**config.mk**
```make
export PLATFORM = sky130hd
export DESIGN_NAME = lfsr_sched_flat
export DESIGN_NICKNAME = d
export VERILOG_FILES = /design/src/rtl/lfsr_sched_if.sv /design/src/rtl/lfsr_sched.sv /design/src/flat_wrapper.sv
export SDC_FILE = /design/constraint.sdc
export NUM_CORES = 1
export LEC_CHECK = 0
export CORE_MARGIN = 4
export CORE_UTILIZATION = 45
export CTS_CLUSTER_SIZE = 10
export DETAILED_ROUTE_END_ITERATION = 12
export PLACE_DENSITY = 0.82
export SLEW_MARGIN = 10
export SYNTH_ARGS = -nofsm -noshare
export SYNTH_HDL_FRONTEND = slang
export SYNTH_SLANG_ARGS = --single-unit
```
**constraint.sdc**
```tcl
create_clock -name clk -period 3.3 [get_ports clk]
set_clock_uncertainty 0.15 [all_clocks]
set_input_delay 0.33 -clock clk [delete_from_list [all_inputs] [get_ports clk]]
set_output_delay 0.33 -clock clk [all_outputs]
set_load 0.005 [all_outputs]
```
**src/rtl/lfsr_sched_if.sv**
```systemverilog
// Requester- and LFSR-side signals of lfsr_sched.
// master = the scheduler; slave = the requesters together with the external LFSR.
interface lfsr_sched_if #(
   parameter int WIDTH = 8
);
   logic [1:0]       req;
   logic [1:0]       gnt;
   logic [WIDTH-1:0] rnd;
   logic             rnd_valid;
   logic             seed_load;
   logic [WIDTH-1:0] seed_val;
   logic             busy;
   logic             lfsr_load;
   logic [WIDTH-1:0] lfsr_seed;
   logic             lfsr_en;
   logic [WIDTH-1:0] lfsr_q;

   modport master (
      input  req, seed_load, seed_val, lfsr_q,
      output gnt, rnd, rnd_valid, busy, lfsr_load, lfsr_seed, lfsr_en
   );

   modport slave (
      output req, seed_load, seed_val, lfsr_q,
      input  gnt, rnd, rnd_valid, busy, lfsr_load, lfsr_seed, lfsr_en
   );
endinterface

```
**src/rtl/lfsr_sched.sv**
```systemverilog
// Seeds, steps and shares one external LFSR between two round-robin requesters.
// Request sampled at E0 -> STEPS enable cycles -> DELIVER -> gnt/rnd_valid pulse in cycle STEPS+2.
module lfsr_sched #(
   parameter int               WIDTH = 8,
   parameter int               STEPS = 8,
   parameter logic [WIDTH-1:0] SEED  = {{(WIDTH-1){1'b0}}, 1'b1}
) (
   input  logic         clk,
   input  logic         rst,
   lfsr_sched_if.master bus
);

   typedef enum logic [2:0] {
      S_INIT,
      S_IDLE,
      S_LOAD,
      S_STEP,
      S_DELIVER
   } state_t;

   localparam int            CW       = (STEPS > 1) ? $clog2(STEPS) : 1;
   localparam logic [CW-1:0] CNT_LAST = CW'(STEPS - 1);

   state_t           state_q, state_d;
   logic [CW-1:0]    cnt_q, cnt_d;
   logic             win_q, win_d;
   logic             rr_q, rr_d;
   logic             pend_q, pend_d;
   logic [WIDTH-1:0] seed_q, seed_d;
   logic [1:0]       gnt_q, gnt_d;
   logic [WIDTH-1:0] rnd_q, rnd_d;
   logic             vld_q, vld_d;
   logic             load_q, load_d;
   logic [WIDTH-1:0] lseed_q, lseed_d;
   logic             en_q, en_d;

   logic [1:0]       avail;
   logic             pick;

   // Masking with gnt_q keeps a requester from being re-served in its own grant cycle.
   assign avail = bus.req & ~gnt_q;
   assign pick  = (avail == 2'b11) ? ~rr_q : avail[1];

   always_ff @(posedge clk or posedge rst) begin
      if (rst) begin
         state_q <= S_INIT;
         cnt_q   <= '0;
         win_q   <= 1'b0;
         rr_q    <= 1'b1;
         pend_q  <= 1'b0;
         seed_q  <= '0;
         gnt_q   <= '0;
         rnd_q   <= '0;
         vld_q   <= 1'b0;
         load_q  <= 1'b0;
         lseed_q <= SEED;
         en_q    <= 1'b0;
      end else begin
         state_q <= state_d;
         cnt_q   <= cnt_d;
         win_q   <= win_d;
         rr_q    <= rr_d;
         pend_q  <= pend_d;
         seed_q  <= seed_d;
         gnt_q   <= gnt_d;
         rnd_q   <= rnd_d;
         vld_q   <= vld_d;
         load_q  <= load_d;
         lseed_q <= lseed_d;
         en_q    <= en_d;
      end
   end

   always_comb begin
      state_d = state_q;
      cnt_d   = cnt_q;
      win_d   = win_q;
      pend_d  = pend_q;
      seed_d  = bus.seed_load ? bus.seed_val : seed_q;
      case (state_q)
         S_INIT: state_d = S_IDLE;
         S_IDLE: begin
            if (pend_q || bus.seed_load) begin
               state_d = S_LOAD;
            end else if (|avail) begin
               state_d = S_STEP;
               win_d   = pick;
               cnt_d   = '0;
            end
         end
         S_LOAD: begin
            state_d = S_IDLE;
            pend_d  = 1'b0;
         end
         S_STEP: begin
            if (cnt_q == CNT_LAST) begin
               state_d = S_DELIVER;
               cnt_d   = '0;
            end else begin
               cnt_d = cnt_q + CW'(1);
            end
         end
         S_DELIVER: state_d = S_IDLE;
         default:   state_d = S_INIT;
      endcase
      // A pulse arriving outside IDLE (even during LOAD) is deferred to the next IDLE.
      if (bus.seed_load && state_q != S_IDLE) begin
         pend_d = 1'b1;
      end
   end

   always_comb begin
      gnt_d   = '0;
      vld_d   = 1'b0;
      rnd_d   = rnd_q;
      rr_d    = rr_q;
      lseed_d = lseed_q;
      en_d    = (state_d == S_STEP);
      load_d  = (state_q == S_INIT) || (state_d == S_LOAD);
      if (state_q == S_INIT) begin
         lseed_d = SEED;
      end else if (state_d == S_LOAD) begin
         lseed_d = (seed_d == '0) ? SEED : seed_d;
      end
      if (state_q == S_DELIVER) begin
         rnd_d = bus.lfsr_q;
         vld_d = 1'b1;
         gnt_d = win_q ? 2'b10 : 2'b01;
         rr_d  = win_q;
      end
   end

   assign bus.gnt       = gnt_q;
   assign bus.rnd       = rnd_q;
   assign bus.rnd_valid = vld_q;
   assign bus.busy      = (state_q != S_IDLE);
   assign bus.lfsr_load = load_q;
   assign bus.lfsr_seed = lseed_q;
   assign bus.lfsr_en   = en_q;

endmodule

```
**src/flat_wrapper.sv**
```systemverilog
// flat-port wrapper written by rule: the top's interface ports become plain ports
module lfsr_sched_flat 
#(
   parameter int               WIDTH = 8,
   parameter int               STEPS = 8,
   parameter logic [WIDTH-1:0] SEED  = {{(WIDTH-1){1'b0}}, 1'b1}
)
  (clk, rst, bus_req, bus_seed_load, bus_seed_val, bus_lfsr_q, bus_gnt, bus_rnd, bus_rnd_valid, bus_busy, bus_lfsr_load, bus_lfsr_seed, bus_lfsr_en);
  lfsr_sched_if #(.WIDTH(WIDTH)) bus_i ();
  input  logic clk;
  input  logic rst;
  input wire logic [$bits(bus_i.req)-1:0] bus_req;
  input wire logic [$bits(bus_i.seed_load)-1:0] bus_seed_load;
  input wire logic [$bits(bus_i.seed_val)-1:0] bus_seed_val;
  input wire logic [$bits(bus_i.lfsr_q)-1:0] bus_lfsr_q;
  output wire logic [$bits(bus_i.gnt)-1:0] bus_gnt;
  output wire logic [$bits(bus_i.rnd)-1:0] bus_rnd;
  output wire logic [$bits(bus_i.rnd_valid)-1:0] bus_rnd_valid;
  output wire logic [$bits(bus_i.busy)-1:0] bus_busy;
  output wire logic [$bits(bus_i.lfsr_load)-1:0] bus_lfsr_load;
  output wire logic [$bits(bus_i.lfsr_seed)-1:0] bus_lfsr_seed;
  output wire logic [$bits(bus_i.lfsr_en)-1:0] bus_lfsr_en;
  assign bus_i.req = bus_req;
  assign bus_i.seed_load = bus_seed_load;
  assign bus_i.seed_val = bus_seed_val;
  assign bus_i.lfsr_q = bus_lfsr_q;
  assign bus_gnt = bus_i.gnt;
  assign bus_rnd = bus_i.rnd;
  assign bus_rnd_valid = bus_i.rnd_valid;
  assign bus_busy = bus_i.busy;
  assign bus_lfsr_load = bus_i.lfsr_load;
  assign bus_lfsr_seed = bus_i.lfsr_seed;
  assign bus_lfsr_en = bus_i.lfsr_en;
  lfsr_sched #(.WIDTH(WIDTH), .STEPS(STEPS), .SEED(SEED)) u_core (.clk(clk), .rst(rst), .bus(bus_i));
endmodule
```
Word level (Yosys, flattened, before mapping) --
Cells that the tools add are included. Widths: inputs -> output; s select.
Word-level totals: register bits 38, bits of input ports 21, output and inout port bits 22
Cells by class: $add $sub $neg 1, equality and inequality tests 11, mux-type cells 18, bitwise operators 4, reductions and logical operators 12
Operators with widths (count):
- $mux 8 | 4
- $mux 3 | 6
- $eq 3x2->1 const B | 4
- $pmux 3 s3 | 1
- $logic_not 8->1 | 1
- $eq 3x3->1 const B | 2
- $pmux 3 s2 | 1
- $reduce_and 3->1 | 2
- $reduce_bool 2->1 | 3
- $mux 1 | 4
- $mux 2 | 2
- $add 3x1->3 const B | 1
- $eq 3x1->1 const B | 1
- $logic_not 3->1 | 1
- $ne 3x1->1 const B | 1
- $reduce_or 3->1 | 1
- $and 2x2->2 | 1
- $eq 2x2->1 const B | 1
- $logic_or 1x1->1 | 2
- $ne 2x1->1 const B | 1
- $ne 2x2->1 const B | 1
- $not 1->1 | 2
- $not 2->2 | 1
- $reduce_or 2->1 | 1
- $logic_and 1x1->1 | 1

Depth between registers and ports, before layout --
depth in word-level cells 9, mapped depth 6, depth with buffers taken out 6

Worst setup path before layout --
No wires, ideal clock.
kind register -> register, from register u_core.pend_q, to register u_core.win_q, setup time 0.127 ns, data arrival time 1.214 ns, slack 1.808 ns, cell stages (with the launch flop) 6, path buffers 1, clock period less this slack 1.492 ns, cell sequence dfrtp_1 -> or2_1 -> buf_2 -> a21oi_2 -> nand2_1 -> mux2_1
On the way: word-level cells in the longest chain between the ends 3
Ends and longest elaborated chain:
- start: declaration | RTL line lfsr_sched.sv:28 | logic pend_q, pend_d;
- start signal: assignment | RTL line lfsr_sched.sv:63 | pend_q <= pend_d;
- $logic_or 1x1->1 | RTL line lfsr_sched.sv:83 | if (pend_q || bus.seed_load) begin
- $not 1->1 (no line)
- $reduce_and 3->1 (no line)
- end signal: assignment | RTL line lfsr_sched.sv:61 | win_q <= win_d;
- end: declaration | RTL line lfsr_sched.sv:26 | logic win_q, win_d;
Every way passes these cells. A chain may end at the register's enable or synchronous reset.

Worst setup path in the final report --
from register u_core.state_q[1], to output port bus_busy
On the way: word-level cells in the longest chain between the ends 1
Ends and longest elaborated chain:
- start: declaration | RTL line lfsr_sched.sv:24 | state_t state_q, state_d;
- start signal: assignment | RTL line lfsr_sched.sv:59 | state_q <= state_d;
- $ne 3x1->1 | RTL line lfsr_sched.sv:136 | assign bus.busy = (state_q != S_IDLE);
- end: declaration | RTL line flat_wrapper.sv:19 | output wire logic [$bits(bus_i.busy)-1:0] bus_busy;
Every way passes these cells.

==> impl_metrics.py <==
metrics = {
    "worst_setup_path": {
        "worstPathRequired_ns": 2.82,
        "arrival_ns": 1.88,
        "cp-start-kind": "flip-flop",
        "startpoint": "u_core.state_q[1]$_DFF_PP0_",
        "r2r-start": "u_core.state_q[1]$_DFF_PP0_",
        "path_class": "flip-flop to output pin",
        "end_kind": "output pin",
        "crit_path_max_fanout": 13,
    },
    "die": {
        "coreArea_um2": 3390,
        "dieArea_um2": 4560,
        "pin_count": 43,
        "start_util": 0.470,
        "die_w_um": 67.5,
        "num_rows": 21,
        "die_h_um": 67.5,
    },
    "logic_synthesis": {
        "syn_area_um2": 1590,
        "synth_warnings": 0,
        "synth_ff_type": "dfrtp_1",
        "synthArstFlopShare": 1.00,
        "synth_top_area_cell": "dfrtp_1",
        "netlist_instances": 128,
        "synth.distinct_cells": 38,
        "netlist.area_leader.share": 0.566,
        "yosys-top-cells-count": "36 x dfrtp_1, 16 x mux2_2, 13 x nand3_1",
        "syn-num-nets": 151,
        "yosysMostFrequentCell": "dfrtp_1",
        "syn_area_per_cell_um2": 12.4,
        "ys_ff_latch": 38,
        "seq_area_frac_synth": 0.599,
        "synth_edf_count": 0,
        "ys_top_cells_by_area": "dfrtp_1 57%, mux2_2 11%, nand3_1 4.1%, dfstp_2 3.3%, nand2_1 2.6%",
    },
    "run_status": {
        "status": "completed",
    },
    "job": {
        "drv_cap": 0,
    },
    "sta": {
        "fin_tns_setup_ns": 0,
        "final_hold_viol_count": 0,
        "rsz0062_at_grt": "no",
        "fin_crit_ns": 2.36,
        "worst_pin_slew_ns": 0.844,
        "max-slew-margin-rel": 0.437,
        "setup_viol": 0,
        "hold_ws_ns": 0.285,
        "fmax_mhz": 424,
        "slew_violations": 0,
        "finalCritPeriodShare": 0.715,
    },
    "routing": {
        "dr.first_iter.drc_count": 59,
        "wirelength_um": 3370,
        "postRouteAntennaNets": 0,
        "drc": 0,
        "wl_per_cell_um": 15.4,
        "dr.pass1.iters": 4,
        "vias_per_cell": 5.16,
        "vias": 1130,
    },
    "cts": {
        "cts_hold_buf": 0,
        "root_buffer": "clkbuf_4",
        "cts_buffers": 5,
        "cts_resized": 0,
        "h-tree-depth": 2,
        "clk_pin_slew_ns": 0.11,
        "cts_sinks": 38,
        "postCtsSetupRepairBufs": 0,
        "cts_tree": "yes",
        "clock_latency_ns": 0.35,
        "clockBufferDepth": 2,
    },
    "placed_design": {
        "hpwl_um": 2470,
        "port_buffers": 42,
        "place_area_um2": 2050,
        "place_congestion": 0.831,
    },
    "layout": {
        "fin_util": 0.627,
        "drive_above_1_share": 0.173,
        "layout.nets": 195,
        "final_area_um2": 2120,
        "area_delta_synth_final_pct": 33.4,
        "diodes": 0,
    },
    "global_route": {
        "grt_pass1_vias": 1283,
        "grt_use_total": 0.177,
        "antenna_found_initial": 0,
        "grt_start_max_net_pins": 24,
        "gr-total-overflow": 0,
        "grt_pass1_wl_um": 5870,
    },
    "pwr": {
        "leakagePower_nw": 0.945,
        "finalPower_w": 0.00158,
        "power_density_nw_per_um2": 743,
        "vdd_drop_max_uv": 400,
    },
    "hold_path": {
        "min_path_type": "input port to asynchronous set/reset pin",
    },
}
area by class of cell:
class / instances / area (um2)
flip-flops and latches: 38 / 953
clock inverters: 3 / 40.0
inverters: 5 / 18.8
fillers: 265 / 1260
multi-input cells: 79 / 589
clock buffers: 5 / 37.5
well taps: 46 / 57.6
repair buffers: 43 / 428
cell families after synthesis:
group	count (synthesis)	synth area share
AOI/OAI and AO/OA	16	0.0746
and+or+nand+nor	43	0.153
DFF	38	0.599
muxes	18	0.126
buffers and inverters	11	0.0314
adders and majority gates	2	0.0157
final timing paths:
check	to	slack, ns	cells after the start
worst min-delay path	u_core.seed_q[2]$_DFF_PP0_	0.29	2
max in group asynchronous	u_core.rr_q$_DFFE_PP1N_	1.92	3
worst max register to register	u_core.bus.rnd[5]$_DFFE_PP0N_	1.34	2
worst max-delay path	bus_busy	0.94	3
min in group clk	u_core.bus.gnt[0]$_DFF_PP0_	0.34	1
worst min register to register	u_core.bus.gnt[0]$_DFF_PP0_	0.34	1
placed cells by master, fill, tap and decap left out, types with 2 or more instances in the layout:
cell	instances
a32o_1	3
mux2_2	16
clkbuf_4	5
inv_1	5
and2_1	2
o21ai_1	2
a21oi_1	2
nor2b_1	2
nand2b_1	2
nor2_1	3
dfrtp_1	36
dfstp_2	2
nand3_1	13
clkdlybuf4s50_1	42
clkinv_2	2
ha_1	2
nand2_1	11
power by group:
part	leakage, nW	switching (W)	internal (W)
Sequential	0.474	0.000106	0.000612
Combinational	0.426	0.000224	0.000325
Clock	0.0450	0.000155	0.000157
Total	0.945	0.000484	0.00109
sequential cells by signal, indices dropped and copies added, names as in the netlist:
name,flops
u_core.bus.gnt,2
u_core.bus.lfsr_seed,8
u_core.win_q,1
u_core.bus.lfsr_en,1
u_core.pend_q,1
u_core.state_q,3
u_core.bus.rnd,8
u_core.cnt_q,3
u_core.rr_q,1
u_core.bus.lfsr_load,1
u_core.bus.rnd_valid,1
u_core.seed_q,8
routing by layer:
| metal | GRT usage | up-vias | wire length [um] |
|---|---|---|---|
| met4 | 0.0835 | 0 | 64 |
| met3 | 0.0699 | 8 | 308 |
| met1 | 0.197 | 542 | 1350 |
| met2 | 0.294 | 42 | 1640 |
| li1 | - | 538 | - |
| met5 | 0 | - | 0 |
per-stage QoR:
stage                     cells  worst slack, ns
after floorplan             128             1.81
after detailed placement    211            0.928
after global placement      211             1.00
after CTS                   219            0.928
after global routing        219            0.811
final                       219            0.939
critical path, cell delays in order, from the launching register on:
cell             delay [ns]
dfrtp_1                0.55
nor3b_4                0.40
inv_1                  0.12
clkdlybuf4s50_1        0.46
(Power assumes the default switching activity.)
